## config.mk

```make
export PLATFORM = sky130hd
export DESIGN_NAME = sysid_probe
export DESIGN_NICKNAME = d
export VERILOG_FILES = /design/src/rtl/sysid_pkg.sv /design/src/rtl/sysid_probe_avm_single_read.sv /design/src/rtl/sysid_probe.sv
export SDC_FILE = /design/constraint.sdc
export NUM_CORES = 1
export LEC_CHECK = 0
export ABC_AREA = 1
export CORE_UTILIZATION = 30
export CTS_CLUSTER_SIZE = 25
export DETAILED_ROUTE_END_ITERATION = 8
export GPL_TIMING_DRIVEN = 0
export HOLD_SLACK_MARGIN = 0.08
export PLACE_DENSITY_LB_ADDON = 0.05
export REMOVE_ABC_BUFFERS = 1
export SETUP_SLACK_MARGIN = 0.5
export SYNTH_ARGS = -nofsm -noshare
export SYNTH_HDL_FRONTEND = slang
export SYNTH_SLANG_ARGS = --single-unit
```

## constraint.sdc

```tcl
create_clock -name clock -period 1.5 [get_ports clock]
set_input_delay 0.225 -clock clock [delete_from_list [all_inputs] [get_ports clock]]
set_output_delay 0.225 -clock clock [all_outputs]
set_load 0.03 [all_outputs]
```

## src/rtl/sysid_pkg.sv

```systemverilog
// Shared definitions for the system-ID probe: FSM states, default
// build constants and small state-decode helpers.
package sysid_pkg;

    // Probe sequencer states, one read phase and one latency phase per word
    typedef enum logic [2:0] {
        S_IDLE   = 3'd0,
        S_RD_ID  = 3'd1,
        S_LAT_ID = 3'd2,
        S_RD_TS  = 3'd3,
        S_LAT_TS = 3'd4,
        S_FIN    = 3'd5
    } probe_state_t;

    // Integrators override this per build with the ID their image carries
    localparam logic [31:0] DEFAULT_EXPECTED_ID = 32'h0000_0000;

    // Register map of the system-ID slave (word addresses)
    localparam int DEFAULT_ID_ADDR = 0;
    localparam int DEFAULT_TS_ADDR = 1;

    // Read latency is bounded to 0..3, so two bits always suffice
    localparam int LAT_CNT_W = 2;

    // True while the ID word is being fetched (issue or latency phase)
    function automatic logic isIdPhase(input probe_state_t s);
        return (s == S_RD_ID) || (s == S_LAT_ID);
    endfunction

    // True while the timestamp word is being fetched
    function automatic logic isTsPhase(input probe_state_t s);
        return (s == S_RD_TS) || (s == S_LAT_TS);
    endfunction

endpackage

```

## src/rtl/sysid_probe_avm_single_read.sv

```systemverilog
// Single Avalon-MM read transaction engine. A go pulse latches the
// address and raises the read strobe on the next cycle; the strobe is
// held with a stable address while the slave stalls. The engine either
// accepts the read, optionally waits a fixed latency before flagging the
// data, or gives up after TIMEOUT_CYC consecutive stall cycles.
module avm_single_read
    import sysid_pkg::*;
#(
    parameter int ADDR_W       = 1,
    parameter int READ_LATENCY = 0,
    parameter int TIMEOUT_CYC  = 255
) (
    input  logic              clock,
    input  logic              reset,
    input  logic              i_go,
    input  logic [ADDR_W-1:0] i_addr,
    input  logic              i_waitRequest,
    input  logic [31:0]       i_readData,
    output logic [ADDR_W-1:0] o_address,
    output logic              o_read,
    output logic              o_rdAccept,
    output logic              o_rdDone,
    output logic [31:0]       o_rdData,
    output logic              o_rdTimeout
);

    localparam int STALL_W = $clog2(TIMEOUT_CYC + 1);
    localparam logic [STALL_W-1:0] STALL_LIMIT = STALL_W'(TIMEOUT_CYC);
    localparam logic [STALL_W-1:0] STALL_LAST  = STALL_W'(TIMEOUT_CYC - 1);
    localparam logic [STALL_W-1:0] STALL_ONE   = STALL_W'(1);
    localparam bit HAS_LAT = (READ_LATENCY > 0);
    localparam logic [LAT_CNT_W-1:0] LAT_LAST =
        LAT_CNT_W'((READ_LATENCY > 0) ? (READ_LATENCY - 1) : 0);
    localparam logic [LAT_CNT_W-1:0] LAT_ONE = LAT_CNT_W'(1);

    logic                  r_active;
    logic                  r_latActive;
    logic [ADDR_W-1:0]     r_addr;
    logic [STALL_W-1:0]    r_stallCnt;
    logic [LAT_CNT_W-1:0]  r_latCnt;

    logic w_stalled;
    logic w_accept;
    logic w_timeout;
    logic w_latDone;

    // Decode the current cycle of the handshake from the registered strobe
    always_comb begin
        w_stalled = r_active & i_waitRequest;
        w_accept  = r_active & ~i_waitRequest;
        w_timeout = w_stalled & (r_stallCnt == STALL_LAST);
        w_latDone = r_latActive & (r_latCnt == LAT_LAST);
    end

    // Read strobe and address: raised by go, dropped on accept or give-up
    always_ff @(posedge clock) begin
        if (reset) begin
            r_active <= 1'b0;
            r_addr   <= '0;
        end else if (i_go) begin
            r_active <= 1'b1;
            r_addr   <= i_addr;
        end else if (w_timeout || w_accept) begin
            r_active <= 1'b0;
        end
    end

    // Consecutive-stall counter, restarted by every new transaction, saturating
    always_ff @(posedge clock) begin
        if (reset) begin
            r_stallCnt <= '0;
        end else if (i_go) begin
            r_stallCnt <= '0;
        end else if (w_stalled && (r_stallCnt != STALL_LIMIT)) begin
            r_stallCnt <= r_stallCnt + STALL_ONE;
        end
    end

    // Fixed-latency wait after acceptance; data is flagged on its last cycle
    always_ff @(posedge clock) begin
        if (reset) begin
            r_latActive <= 1'b0;
            r_latCnt    <= '0;
        end else if (i_go) begin
            r_latActive <= 1'b0;
            r_latCnt    <= '0;
        end else if (HAS_LAT && w_accept) begin
            r_latActive <= 1'b1;
            r_latCnt    <= '0;
        end else if (r_latActive) begin
            if (w_latDone) begin
                r_latActive <= 1'b0;
            end else begin
                r_latCnt <= r_latCnt + LAT_ONE;
            end
        end
    end

    // Drive the bus and report completion; data is valid only with o_rdDone
    always_comb begin
        o_address   = r_addr;
        o_read      = r_active;
        o_rdAccept  = w_accept;
        o_rdDone    = HAS_LAT ? w_latDone : w_accept;
        o_rdData    = i_readData;
        o_rdTimeout = w_timeout;
    end

endmodule

```

## src/rtl/sysid_probe.sv

```systemverilog
// System-ID probe: on a start pulse reads the ID word and then the
// timestamp word from the sysid slave, compares the ID with the build's
// expected value and reports match/timeout plus the captured words to
// the boot and health logic.
module sysid_probe
    import sysid_pkg::*;
#(
    parameter int          ADDR_W       = 1,
    parameter int          ID_ADDR      = DEFAULT_ID_ADDR,
    parameter int          TS_ADDR      = DEFAULT_TS_ADDR,
    parameter logic [31:0] EXPECTED_ID  = DEFAULT_EXPECTED_ID,
    parameter int          READ_LATENCY = 0,
    parameter int          TIMEOUT_CYC  = 255
) (
    input  logic              clock,
    input  logic              reset,
    input  logic              start,
    output logic [ADDR_W-1:0] avm_address,
    output logic              avm_read,
    input  logic              avm_waitrequest,
    input  logic [31:0]       avm_readdata,
    output logic              busy,
    output logic              done,
    output logic              id_match,
    output logic              timeout,
    output logic [31:0]       id_value,
    output logic [31:0]       ts_value
);

    localparam logic [ADDR_W-1:0] ID_A = ADDR_W'(ID_ADDR);
    localparam logic [ADDR_W-1:0] TS_A = ADDR_W'(TS_ADDR);

    probe_state_t r_state;
    probe_state_t w_nextState;

    logic              w_go;
    logic [ADDR_W-1:0] w_goAddr;
    logic              w_startOk;
    logic              w_enterFin;

    logic              w_rdAccept;
    logic              w_rdDone;
    logic [31:0]       w_rdData;
    logic              w_rdTimeout;

    logic [31:0]       r_idValue;
    logic [31:0]       r_tsValue;
    logic              r_timeout;
    logic              r_idMatch;

    avm_single_read #(
        .ADDR_W       (ADDR_W),
        .READ_LATENCY (READ_LATENCY),
        .TIMEOUT_CYC  (TIMEOUT_CYC)
    ) u_reader (
        .clock         (clock),
        .reset         (reset),
        .i_go          (w_go),
        .i_addr        (w_goAddr),
        .i_waitRequest (avm_waitrequest),
        .i_readData    (avm_readdata),
        .o_address     (avm_address),
        .o_read        (avm_read),
        .o_rdAccept    (w_rdAccept),
        .o_rdDone      (w_rdDone),
        .o_rdData      (w_rdData),
        .o_rdTimeout   (w_rdTimeout)
    );

    // Sequencer state register
    always_ff @(posedge clock) begin
        if (reset) begin
            r_state <= S_IDLE;
        end else begin
            r_state <= w_nextState;
        end
    end

    // Next state and read launches; the go pulse fires on the edge that enters a read state
    always_comb begin
        w_nextState = r_state;
        w_go        = 1'b0;
        w_goAddr    = ID_A;
        case (r_state)
            S_IDLE: begin
                if (start) begin
                    w_nextState = S_RD_ID;
                    w_go        = 1'b1;
                    w_goAddr    = ID_A;
                end
            end
            S_RD_ID: begin
                if (w_rdTimeout) begin
                    w_nextState = S_FIN;
                end else if (w_rdDone) begin
                    w_nextState = S_RD_TS;
                    w_go        = 1'b1;
                    w_goAddr    = TS_A;
                end else if (w_rdAccept) begin
                    w_nextState = S_LAT_ID;
                end
            end
            S_LAT_ID: begin
                if (w_rdDone) begin
                    w_nextState = S_RD_TS;
                    w_go        = 1'b1;
                    w_goAddr    = TS_A;
                end
            end
            S_RD_TS: begin
                if (w_rdTimeout || w_rdDone) begin
                    w_nextState = S_FIN;
                end else if (w_rdAccept) begin
                    w_nextState = S_LAT_TS;
                end
            end
            S_LAT_TS: begin
                if (w_rdDone) begin
                    w_nextState = S_FIN;
                end
            end
            S_FIN: begin
                w_nextState = S_IDLE;
            end
            default: begin
                w_nextState = S_IDLE;
            end
        endcase
    end

    // Decode a few shared qualifiers used by the result registers
    always_comb begin
        w_startOk  = (r_state == S_IDLE) && start;
        w_enterFin = (w_nextState == S_FIN) && (r_state != S_FIN);
    end

    // Captured words: cleared on an accepted start, loaded when each read completes
    always_ff @(posedge clock) begin
        if (reset) begin
            r_idValue <= '0;
            r_tsValue <= '0;
        end else if (w_startOk) begin
            r_idValue <= '0;
            r_tsValue <= '0;
        end else if (w_rdDone) begin
            if (isIdPhase(r_state)) begin
                r_idValue <= w_rdData;
            end
            if (isTsPhase(r_state)) begin
                r_tsValue <= w_rdData;
            end
        end
    end

    // Verdict flags: timeout latches on a give-up, match is judged on the way into FIN
    always_ff @(posedge clock) begin
        if (reset) begin
            r_timeout <= 1'b0;
            r_idMatch <= 1'b0;
        end else if (w_startOk) begin
            r_timeout <= 1'b0;
            r_idMatch <= 1'b0;
        end else begin
            if (w_rdTimeout) begin
                r_timeout <= 1'b1;
            end
            if (w_enterFin) begin
                r_idMatch <= ~w_rdTimeout && (r_idValue == EXPECTED_ID);
            end
        end
    end

    // Status and result outputs
    always_comb begin
        busy     = (r_state != S_IDLE);
        done     = (r_state == S_FIN);
        id_match = r_idMatch;
        timeout  = r_timeout;
        id_value = r_idValue;
        ts_value = r_tsValue;
    end

endmodule

```

### Word level (Yosys, flattened, before mapping)

Index checks and enable logic that the tools add are counted.
Widths: inputs -> output; s select.

| operators by class | value |
|---|---|
| $add $sub $neg | 1 |
| equal/unequal tests | 9 |
| muxes and demuxes | 14 |
| bitwise gates (word level) | 5 |
| reductions and logical operators | 15 |

Operators by type and width:

| cell | count |
|---|---|
| $logic_not 32->1 | 1 |
| $mux 3 | 6 |
| $pmux 3 s5 | 1 |
| $eq 3x3->1 const B | 3 |
| $add 8x1->8 const B | 1 |
| $eq 8x8->1 const B | 1 |
| $ne 8x8->1 const B | 1 |
| $eq 3x2->1 const B | 2 |
| $mux 1 | 5 |
| $logic_and 1x1->1 | 4 |
| $reduce_and 2->1 | 2 |
| $reduce_or 2->1 | 2 |
| $and 1x1->1 | 3 |
| $eq 3x1->1 const B | 1 |
| $logic_not 3->1 | 1 |
| $logic_or 1x1->1 | 3 |
| $ne 3x3->1 const B | 1 |
| $pmux 1 s3 | 1 |
| $reduce_bool 3->1 | 1 |
| $not 1->1 | 2 |
| $pmux 1 s2 | 1 |
| $reduce_bool 2->1 | 1 |

| word-level totals | value |
|---|---|
| register bits | 79 |

### Depth between registers and ports, before layout

| logic depth | value |
|---|---|
| depth after elaboration | 7 |
| mapped depth | 10 |
| mapped depth without buffers | 10 |

### Hierarchy

A second synthesis with hierarchy kept.

| unflattened totals | value |
|---|---|
| cell total of the unflattened synthesis | 481 |
| area, all modules | 3464.6 µm² |

By module, submodules not included:

| module | times used | cells an instance | area an instance (µm²) |
|---|---|---|---|
| sysid_probe | 1 | 365 | 2677.6 |
| avm_single_read | 1 | 116 | 787.0 |

### Worst setup path before layout

Ideal clock, no wire load.

| path | value |
|---|---|
| path kind | register to output |
| from | register r_state[2] |
| to | output done |
| arrival | 1192 ps |
| required time | 1275 ps |
| setup slack | 83 ps |
| stages on the path, launching flop included | 3 |
| path buffers | 0 |
| cell sequence | dfxtp_1 -> inv_1 -> nor3_1 |

| between the ends | value |
|---|---|
| word-level cells in the longest chain between the ends | 1 |

Ends and longest elaborated chain:

| element | RTL line | source |
|---|---|---|
| start, declared | sysid_probe.sv:33 | `probe_state_t r_state;` |
| start signal, assigned | sysid_probe.sv:75 | `r_state <= w_nextState;` |
| $eq 3x3->1 | sysid_probe.sv:176 | `done = (r_state == S_FIN);` |
| end, declared | sysid_probe.sv:23 | `output logic done,` |

No other way between the ends.

### Worst setup path after layout

| path | value |
|---|---|
| from | register r_state[1] |
| to | output busy |

| between the ends | value |
|---|---|
| word-level cells in the longest chain between the ends | 1 |

Ends and longest elaborated chain:

| element | RTL line | source |
|---|---|---|
| $reduce_bool 3->1 | sysid_probe.sv:175 | `busy = (r_state != S_IDLE);` |
| end, declared | sysid_probe.sv:22 | `output logic busy,` |

No other way between the ends.

==> impl_metrics.yaml <==
hold_path:
  min_path_cells: 2
  hold_class: "flop to flop"
synthesis:
  synth_edf_count: 0
  ys_ff_latch: 79
  async_flop_share_pct: 0
  synth.area.top_cells: "dfxtp_1 (50%), nor2_1 (19%), o21ai_0 (9.3%)"
  yosysWarnings: 0
  syn-instance-count: 433
  yosysTopAreaCell: "dfxtp_1"
  yosysUniqueCellTypes: 28
  synth_area_um2: 3133
  ys_seq_area_share_pct: 50.48
  synth_top_area_share_pct: 50.48
  syn_avg_cell_area_um2: 7.236
  synth-main-ff-cell: "dfxtp_1"
sta:
  period_needed_ps: 1431
  skew_ps: 13.27
  slew_headroom_pct: 76.23
  worstMarginPinSlew_ps: 358.0
  rsz0062_at_grt: "true"
  fmax_mhz: 698.6
  fin_setup_tns_ps: 0
  hold_viol: 0
  maxSlewViolCount: 0
  finalSetupViolations: 0
  fin_crit_sh_pct: 95.43
status:
  status: "completed"
routing:
  antenna_left: 0
  drt-total-wl_mm: 10.87
  num_vias: 3229
  drtPass1Iterations: 4
  routedWlPerCell_um: 15.62
  via_per_inst: 4.639
  initialDrtViolationCount: 136
  remaining_drc_errors: 0
grt:
  grt_pass1_wl_mm: 16.55
  grt.total_usage_pct: 19.90
  overflow: 0
  grt_max_degree: 35
  grt_pass1_vias: 3036
  antenna_found_initial: 0
pwr:
  power.ir.vdd_worst_mv: 0.3493
  p_per_area_nw_per_um2: 841.6
  p_leak_nw: 2.269
layout:
  final_area_um2: 5022
  finalNetCount: 598
  layoutNonFillerInstCount: 696
  antennaDiodeCount: 0
  drive_above_1_share_pct: 21.67
  area_growth_pct: 60.30
  postLayoutCoreUtil_pct: 50.45
place:
  place_area_um2: 4248
  dp_cells: 652
  port_buffers: 105
  gp_congestion: 0.7970
  place.detailed.hpwl_mm: 5.522
clocking:
  clock_latency_ps: 360
  tritoncts: "built"
  hold_buffers: 0
  cts_sinks: 79
  cts.root.buffer_cell: "clkbuf_8"
  clk_pin_slew_worst_paths_ps: 80
  cts_inserted_buffers: 9
  htreeDepth: 3
  cts_buffer_depth: 2
critical_path:
  crit_type: "flop to primary output"
  rr_startpoint: "r_state[2]"
  endpoint_kind: "primary output"
  reg2reg_slack_ps: 110
  crit_path_end: "busy"
  arrival_ps: 1210
  timing.rr.end: "id_value[12]"
  crit_start: "r_state[1]"
  required_ps: 1270
  path_max_fanout: 7
  reg2reg_depth: 7
  cp-start-kind: "flop"
floorplan:
  die-area_um2: 10860
  initial_utilization_pct: 31.47
  fp.dieH_um: 104.2
  core_um2: 9955
  die_w_um: 104.2
  boundaryPins: 106
  core.rowCount: 36
flow_run:
  cap_violations: 0
## where the power goes
group,total (W),internal (W),switching [W]
Clock,0.00155,0.000750,0.000801
Combinational,0.000541,0.000230,0.000311
Sequential,0.00213,0.00211,0.0000221
## critical path: stages, from the launching register on
cell,delay (ps)
dfxtp_4,380
nor2_4,160
buf_4,130
nand2_2,50
buf_6,140
## cells by family (layout without fill, tap and decap cells)
family,after synthesis,in the layout,synth area share [%]
and+or+nand+nor,230,233,28.87
adders and majority gates,2,2,0.7986
buffers and inverters,37,163,5.431
DFF,79,79,50.48
xor gates and xnor gates,2,2,0.5592
AOI/OAI and AO/OA,83,84,13.86
## per-stage QoR
step           setup slack, ps  hold slack [ps]  power (W)
6_report                 68.57            458.5   0.004227
5_1_grt                  31.38            470.4   0.004403
4_1_cts                  111.9            460.4   0.004201
3_5_place_dp             -1085            447.4   0.002573
3_3_place_gp             -1069            438.3   0.002571
2_1_floorplan           -173.2            294.1   0.002371
## cell usage in the layout (no fill, tap or decap), drive strengths merged
master,Yosys,layout
nand4,1,1
o21ai,68,68
dfxtp,79,79
ha,2,2
nor2,162,162
xor2,1,1
a31oi,2,2
nand3b,2,2
dlygate4sd2,0,57
or2,1,1
inv,18,22
xnor2,1,1
nand2,55,58
o21a,1,1
buf,11,34
bufinv,0,1
nand3,8,8
a21boi,1,1
clkinv,0,3
nor3,1,1
a21oi,11,12
clkdlybuf4s50,0,35
clkbuf,8,11
## cells in the mapped netlist, drive strengths merged (2+ instances only)
library cell / number
nand3: 8
nor2: 162
a31oi: 2
buf: 11
ha: 2
o21ai: 68
clkbuf: 8
inv: 18
nand3b: 2
dfxtp: 79
a21oi: 11
nand2: 55
## sequential cells by signal, indices dropped and copies added, names as in the netlist
signal,flops
id_match,1
id_value,32
r_state,3
timeout,1
ts_value,32
u_reader.o_address,1
u_reader.o_read,1
u_reader.r_stallCnt,8
## layer usage
metal	vias up	global-route usage, %	wire, µm
li1	1643	-	-
met1	1486	25.86	5223
met2	89	31.71	4830
met3	11	5.576	682
met4	0	6.531	136
met5	-	0	0
## layout make-up
type / count / area [µm²]
clock buffer: 10 / 127.6
clock inverter: 4 / 48.80
fill: 1016 / 4932
inverter: 18 / 128.9
multi-input combinational: 321 / 1640
sequential: 79 / 1617
tap: 133 / 166.4
timing repair buffer: 127 / 1239
timing repair inverter: 4 / 55.05
## worst min-delay path by stage
stage | startpoint | end | slack [ps]
floorplan | reset | r_state[0] | 290
global placement | timeout | timeout | 440
detailed placement | u_reader.o_address | u_reader.o_address | 450
CTS | avm_readdata[16] | ts_value[16] | 460
global route | avm_readdata[16] | ts_value[16] | 470
finish | u_reader.o_address | u_reader.o_address | 460
## repair_timing
action | CTS | global route
endpoints found under the setup margin | 148 | 149
cloned | 6 | 3
gates resized for setup | 187 | 92
pin swaps | 17 | 16
buffers inserted | 13 | 8
(Power assumes the default switching activity.)
